## src/rtl/control_unit.sv

```systemverilog
// Fetch/decode/execute sequencer for the accumulator datapath.
// Optional CONTROL_UNIT_MEM_WAIT_EN adds data_memory_ready_in to stall MEM and STO.
module control_unit #(
  parameter int DATA_WIDTH   = 11,
  parameter int OPCODE_WIDTH = 5,
  parameter int ADDR_WIDTH   = 11
) (
  input  logic                               clock_in,
  input  logic                               reset_in,
  input  logic                               run_in,
  input  logic [OPCODE_WIDTH+DATA_WIDTH-1:0] instruction_in,
  input  logic                               flag_Z_in,
  input  logic                               flag_N_in,
`ifdef CONTROL_UNIT_MEM_WAIT_EN
  input  logic                               data_memory_ready_in,
`endif
  output logic [ADDR_WIDTH-1:0]              instruction_address_out,
  output logic [DATA_WIDTH-1:0]              operand_out,
  output logic                               op_alu_out,
  output logic [1:0]                         sel_A_out,
  output logic                               sel_B_out,
  output logic                               acc_wr_out,
  output logic                               status_wr_out,
  output logic                               acc_reset_out,
  output logic                               status_reset_out,
  output logic                               data_memory_wr_out,
  output logic                               halted_out
);

  typedef enum logic [2:0] {S_IDLE, S_FETCH, S_DECODE, S_EXEC, S_MEM, S_HALT} state_t;

  localparam logic [OPCODE_WIDTH-1:0] OP_HLT  = OPCODE_WIDTH'('h00);
  localparam logic [OPCODE_WIDTH-1:0] OP_STO  = OPCODE_WIDTH'('h01);
  localparam logic [OPCODE_WIDTH-1:0] OP_LD   = OPCODE_WIDTH'('h02);
  localparam logic [OPCODE_WIDTH-1:0] OP_LDI  = OPCODE_WIDTH'('h03);
  localparam logic [OPCODE_WIDTH-1:0] OP_ADD  = OPCODE_WIDTH'('h04);
  localparam logic [OPCODE_WIDTH-1:0] OP_ADDI = OPCODE_WIDTH'('h05);
  localparam logic [OPCODE_WIDTH-1:0] OP_SUB  = OPCODE_WIDTH'('h06);
  localparam logic [OPCODE_WIDTH-1:0] OP_SUBI = OPCODE_WIDTH'('h07);
  localparam logic [OPCODE_WIDTH-1:0] OP_BEQ  = OPCODE_WIDTH'('h08);
  localparam logic [OPCODE_WIDTH-1:0] OP_BNE  = OPCODE_WIDTH'('h09);
  localparam logic [OPCODE_WIDTH-1:0] OP_BLT  = OPCODE_WIDTH'('h0A);
  localparam logic [OPCODE_WIDTH-1:0] OP_BGE  = OPCODE_WIDTH'('h0B);
  localparam logic [OPCODE_WIDTH-1:0] OP_BGT  = OPCODE_WIDTH'('h0C);
  localparam logic [OPCODE_WIDTH-1:0] OP_BLE  = OPCODE_WIDTH'('h0D);
  localparam logic [OPCODE_WIDTH-1:0] OP_JMP  = OPCODE_WIDTH'('h0E);

  state_t                            state_q;
  logic [ADDR_WIDTH-1:0]             pc_q;
  logic [OPCODE_WIDTH+DATA_WIDTH-1:0] ir_q;
  logic [OPCODE_WIDTH-1:0]           opcode;
  logic                              taken;
  logic                              mem_rdy;

  assign opcode                  = ir_q[OPCODE_WIDTH+DATA_WIDTH-1 -: OPCODE_WIDTH];
  assign operand_out             = ir_q[DATA_WIDTH-1:0];
  assign instruction_address_out = pc_q;

`ifdef CONTROL_UNIT_MEM_WAIT_EN
  assign mem_rdy = data_memory_ready_in;
`else
  assign mem_rdy = 1'b1;
`endif

  always_comb begin
    taken = 1'b0;
    case (opcode)
      OP_BEQ:  taken = flag_Z_in;
      OP_BNE:  taken = !flag_Z_in;
      OP_BLT:  taken = flag_N_in;
      OP_BGE:  taken = !flag_N_in;
      OP_BGT:  taken = !flag_Z_in && !flag_N_in;
      OP_BLE:  taken = flag_Z_in || flag_N_in;
      OP_JMP:  taken = 1'b1;
      default: taken = 1'b0;
    endcase
  end

  always_ff @(posedge clock_in or negedge reset_in) begin
    if (!reset_in) begin
      state_q <= S_IDLE;
      pc_q    <= '0;
      ir_q    <= '0;
    end else begin
      case (state_q)
        S_IDLE:   if (run_in) state_q <= S_FETCH;
        S_FETCH:  state_q <= S_DECODE;
        S_DECODE: begin
          ir_q    <= instruction_in;
          pc_q    <= pc_q + ADDR_WIDTH'(1);
          state_q <= S_EXEC;
        end
        S_EXEC: begin
          case (opcode)
            OP_HLT:                state_q <= S_HALT;
            OP_LD, OP_ADD, OP_SUB: state_q <= S_MEM;
            OP_STO:                if (mem_rdy) state_q <= S_FETCH;
            default: begin
              // a taken branch replaces the increment made in DECODE
              if (taken) pc_q <= operand_out[ADDR_WIDTH-1:0];
              state_q <= S_FETCH;
            end
          endcase
        end
        S_MEM:    if (mem_rdy) state_q <= S_FETCH;
        S_HALT:   state_q <= S_HALT;
        default:  state_q <= S_IDLE;
      endcase
    end
  end

  always_comb begin
    op_alu_out         = 1'b0;
    sel_A_out          = 2'b00;
    sel_B_out          = 1'b0;
    acc_wr_out         = 1'b0;
    status_wr_out      = 1'b0;
    acc_reset_out      = 1'b0;
    status_reset_out   = 1'b0;
    data_memory_wr_out = 1'b0;
    halted_out         = 1'b0;
    case (state_q)
      S_IDLE: begin
        acc_reset_out    = 1'b1;
        status_reset_out = 1'b1;
      end
      S_EXEC: begin
        case (opcode)
          OP_STO: data_memory_wr_out = 1'b1;
          OP_LDI: begin
            sel_A_out  = 2'b01;
            acc_wr_out = 1'b1;
          end
          OP_ADDI, OP_SUBI: begin
            op_alu_out    = (opcode == OP_SUBI);
            acc_wr_out    = 1'b1;
            status_wr_out = 1'b1;
          end
          default: ;
        endcase
      end
      S_MEM: begin
        // the data read issued in EXEC is consumed here
        if (mem_rdy) begin
          case (opcode)
            OP_LD: begin
              sel_A_out  = 2'b10;
              acc_wr_out = 1'b1;
            end
            OP_ADD, OP_SUB: begin
              sel_B_out     = 1'b1;
              op_alu_out    = (opcode == OP_SUB);
              acc_wr_out    = 1'b1;
              status_wr_out = 1'b1;
            end
            default: ;
          endcase
        end
      end
      S_HALT:  halted_out = 1'b1;
      default: ;
    endcase
  end

endmodule

```

## config.mk

```make
export PLATFORM = sky130hd
export DESIGN_NAME = control_unit
export DESIGN_NICKNAME = d
export VERILOG_FILES = /design/src/rtl/control_unit.sv
export SDC_FILE = /design/constraint.sdc
export NUM_CORES = 1
export LEC_CHECK = 0
export ABC_AREA = 1
export ABC_CLOCK_PERIOD_IN_PS = 1800
export CORE_ASPECT_RATIO = 0.9
export CORE_MARGIN = 2
export CORE_UTILIZATION = 47
export DETAILED_ROUTE_END_ITERATION = 8
export HOLD_SLACK_MARGIN = 0.06
export PLACE_DENSITY = 0.81
export SYNTH_ARGS = -nofsm -noshare
export SYNTH_HDL_FRONTEND = slang
export SYNTH_SLANG_ARGS = --single-unit
```

## constraint.sdc

```tcl
create_clock -name clock_in -period 1.8 [get_ports clock_in]
set_clock_uncertainty 0.2 [all_clocks]
set_input_delay 0.36 -clock clock_in [delete_from_list [all_inputs] [get_ports clock_in]]
set_output_delay 0.36 -clock clock_in [all_outputs]
set_load 0.005 [all_outputs]
```

==> results.txt <==
- Worst Slack Setup Final: -175 ps
- Clock-pin slew was measured on the worst setup and hold paths at 60 ps.
- From synthesis to final layout, the design area changed by 54.1%.
- CTS Root Cell: sky130_fd_sc_hd__clkbuf_8
- Counting every sink on the clock net gives 30.
* Portion of the post-synthesis area used by sequential elements: 41.0%
- At the pin with the least slew margin, the transition time is 394 ps.
- Measured along the x axis, the die boundary spans 69.8 um.
* Length of routed met2 wiring: 2720 um
- Clock period minus final worst setup slack: 1980 ps
* Count of hold-fix buffers inserted at cts: 0
- The initial utilization of the core area, before any placement, comes to 49.1%.
- Number of different library cells in the post-synthesis netlist: 27
* Clk_lat worst skew: 270 ps
- The number of failing hold endpoints at the final stage is 0.
- Number of I/O pins: 53
* Post-synthesis instance area: 1830 um^2
- Initial antenna violation count: 0
- The floorplan has 21 rows.
* Outcome: complete, but fails checks
- The count of pins over their slew limit was 0.
- The placed instances occupy a cell area of 2460 um^2.
* Wire length on met3: 369 um
- Final Routed Wirelength: 5480 um
- Sum of routed wire segments on met1: 2340 um
* Fraction of final layout cells with drive strength greater than 1: 27.6%
- Startpoint type of the worst setup path: flip-flop
- Setup repair after global routing could not meet its margin everywhere.
* Top cells by area in the synthesized netlist: sky130_fd_sc_hd__dfrtp_1, sky130_fd_sc_hd__nand2_1, sky130_fd_sc_hd__nand3_1
- The worst path uses 110% of the clock period.
- Drt first-iter violations: 158
- Chip height: 63.2 um
- The first global-routing pass estimated 8400 um of wire.
- 0 antenna diodes ended up in the layout.
* Maximum clock frequency: 506 MHz
- For this run, the detailed router's first-pass iteration total came to 6.
- Among all cell types in the netlist, the one instantiated most often is sky130_fd_sc_hd__nand2_1.
- Maximum clock insertion buffer count: 2
- The multi-input combinational cells in the finished layout cover a total of 940 um^2.
- TritonCTS built the clock tree.
- Share of the synthesized area in the top cell type: 41.0%
- Area of the die: 4410 um^2
- Data on the critical path arrives at its endpoint at 1420 ps.
- Of all flip-flops after synthesis, the portion carrying an async set or reset was 100%.
- The number of nets handed over by synthesis was 285.
- In the final design database the tool counted 374 nets.
- DRC violation count after routing: 0
* FF+latch count, synth: 30
- Counting flops with a built-in enable in the synthesized netlist gives 0.
- Total non-filler cell area in the finished layout: 2820 um^2
- The H-tree was split into 2 levels.
- GRT Residual Overflow: 0
- Max-cap violations in this run came to 0.
- Area taken by flip-flops and latches: 756 um^2
- Counting the buffers created by CTS gives 5.
* Via count of the routed design: 2,030
* Mean instance size in the synthesized netlist: 6.96 um^2
- Routability-driven placement finished with a final weighted congestion of 0.867.
* Port-buffer cells: 52
* Type of element capturing the critical path: primary output
- Most common flop cell mapped by yosys: sky130_fd_sc_hd__dfrtp_1
- Max FO, Critical Path: 3
- Static Leakage: 1.46 nW
* Routed length per placed instance: 13.8 um
- Yosys synthesis warning count: 0
- Entering global routing, the biggest net connects 31 pins.
- Worst path required time: 1240 ps
- Half-perimeter wire length of the detailed placement result: 3430 um
- Total power for the finished layout comes to 5.01 mW.
- Number of fillers in the final layout: 285
* Total Routing Usage GR: 23.4%
* Core ar.: 3730 um^2
- The number of global-route vias before repair was 1,885.
- The worst hold path belongs to the class in -> async.
- Cell accounting for the most synthesized area: sky130_fd_sc_hd__dfrtp_1
- Number of antenna-violating nets in the routed design: 0
* Post-Synthesis Cells: 263
- Worst IR Drop VDD: 1080 uV
- Setup violations remaining at the end of the flow were counted as 8.
- In this run the power density over the cells is 1780 nW/um^2.
- The highest metal layer carrying signal wires in the routed design is met4.
- Average via count per standard cell: 5.10
* Crit Path Class: reg -> out
* Most used standard cells in the synthesized netlist: sky130_fd_sc_hd__nand2_1, sky130_fd_sc_hd__dfrtp_1, sky130_fd_sc_hd__nand3_1
* Max-slew headroom at the worst pin: 73.8%
* Violated checks: setup timing
sequential cells by signal (all words and copies together), names as in the netlist:
| name | flops |
|---|---|
| ir_q | 16 |
| state_q | 3 |
| instruction_address_out | 11 |
kinds of logic after synthesis:
logic type / Yosys count / share of synthesized area (%)
xor gates and xnor gates: 3 / 1.44
adders and majority gates: 1 / 0.683
AOI/OAI and AO/OA: 19 / 5.74
buffers and inverters: 43 / 12.4
and+or+nand+nor: 167 / 38.8
DFF: 30 / 41.0
report_power, final:
part	total, mW	leakage (nW)	internal [mW]	switching, mW
combinational	3.21	1.05	1.61	1.61
clock	0.501	0.0438	0.259	0.242
sequential	1.30	0.371	1.01	0.293
final cells by class:
cell class	count	share of cell area, %
Multi-Input combinational cell	190	33.3
Timing Repair Buffer	103	31.9
Tap cell	46	2.04
Sequential cell	30	26.8
Inverter	22	3.19
Clock inverter	2	0.355
Clock buffer	5	2.44
per-layer routing:
layer | track usage (%) | vias to the layer above
li1 | - | 991
met1 | 31.3 | 929
met2 | 38.1 | 104
met3 | 4.64 | 6
met4 | 7.93 | 0
met5 | 0 | -
worst max-delay path: stages (launching register included):
cell                            delay [ps]
sky130_fd_sc_hd__dfrtp_1               430
sky130_fd_sc_hd__nor2_2                140
sky130_fd_sc_hd__nand2_2               100
sky130_fd_sc_hd__nor3_2                200
sky130_fd_sc_hd__dlygate4sd2_1         260
placed cells by master (no fill, tap or decap), types with 4 or more instances in the layout:
cell type / instances
sky130_fd_sc_hd__dfrtp_1: 26
sky130_fd_sc_hd__o21ai_0: 12
sky130_fd_sc_hd__nand3_1: 21
sky130_fd_sc_hd__clkbuf_8: 5
sky130_fd_sc_hd__inv_1: 17
sky130_fd_sc_hd__buf_6: 10
sky130_fd_sc_hd__nor2_1: 13
sky130_fd_sc_hd__dfrtp_2: 4
sky130_fd_sc_hd__clkdlybuf4s50_1: 41
sky130_fd_sc_hd__nand2_1: 106
sky130_fd_sc_hd__buf_4: 41
sky130_fd_sc_hd__buf_2: 8
path summary, 6_finish.rpt:
| kind | start | endpoint | slack, ps | cells past startpoint |
|---|---|---|---|---|
| setup / recovery | state_q[0]$_DFFE_PN0P_ | sel_A_out[1] | -180 | 4 |
| hold / removal | reset_in | state_q[1]$_DFFE_PN0P_ | 280 | 2 |
| setup reg to reg | state_q[1]$_DFFE_PN0P_ | instruction_address_out[0]$_DFFE_PN0P_ | 10 | 10 |
| hold reg to reg | ir_q[8]$_DFFE_PN0P_ | ir_q[8]$_DFFE_PN0P_ | 310 | 2 |
| max in group asynchronous | reset_in | instruction_address_out[6]$_DFFE_PN0P_ | 800 | 2 |
| min in group clock_in | ir_q[8]$_DFFE_PN0P_ | ir_q[8]$_DFFE_PN0P_ | 310 | 2 |
through the flow:
step / cells / setup WS (ps) / hold slack (ps) / TNS (ps) / util (%)
2_1_floorplan: 263 / 78.2 / -136 / 0 / -
3_3_place_gp: 366 / -303 / 287 / -2360 / 65.9
3_5_place_dp: 366 / -385 / 284 / -3110 / 65.9
4_1_cts: 387 / -153 / 285 / -1580 / 71.4
5_1_grt: 398 / -256 / 321 / -2760 / 75.6
6_report: 398 / -175 / 279 / -885 / 75.6
repair_timing:
item,CTS,global route
endpoints found under the setup margin,15,43
pin swaps,9,8
gates cloned,0,1
gates resized for setup,57,25
setup buffers,14,13
(Power assumes the default switching activity.)
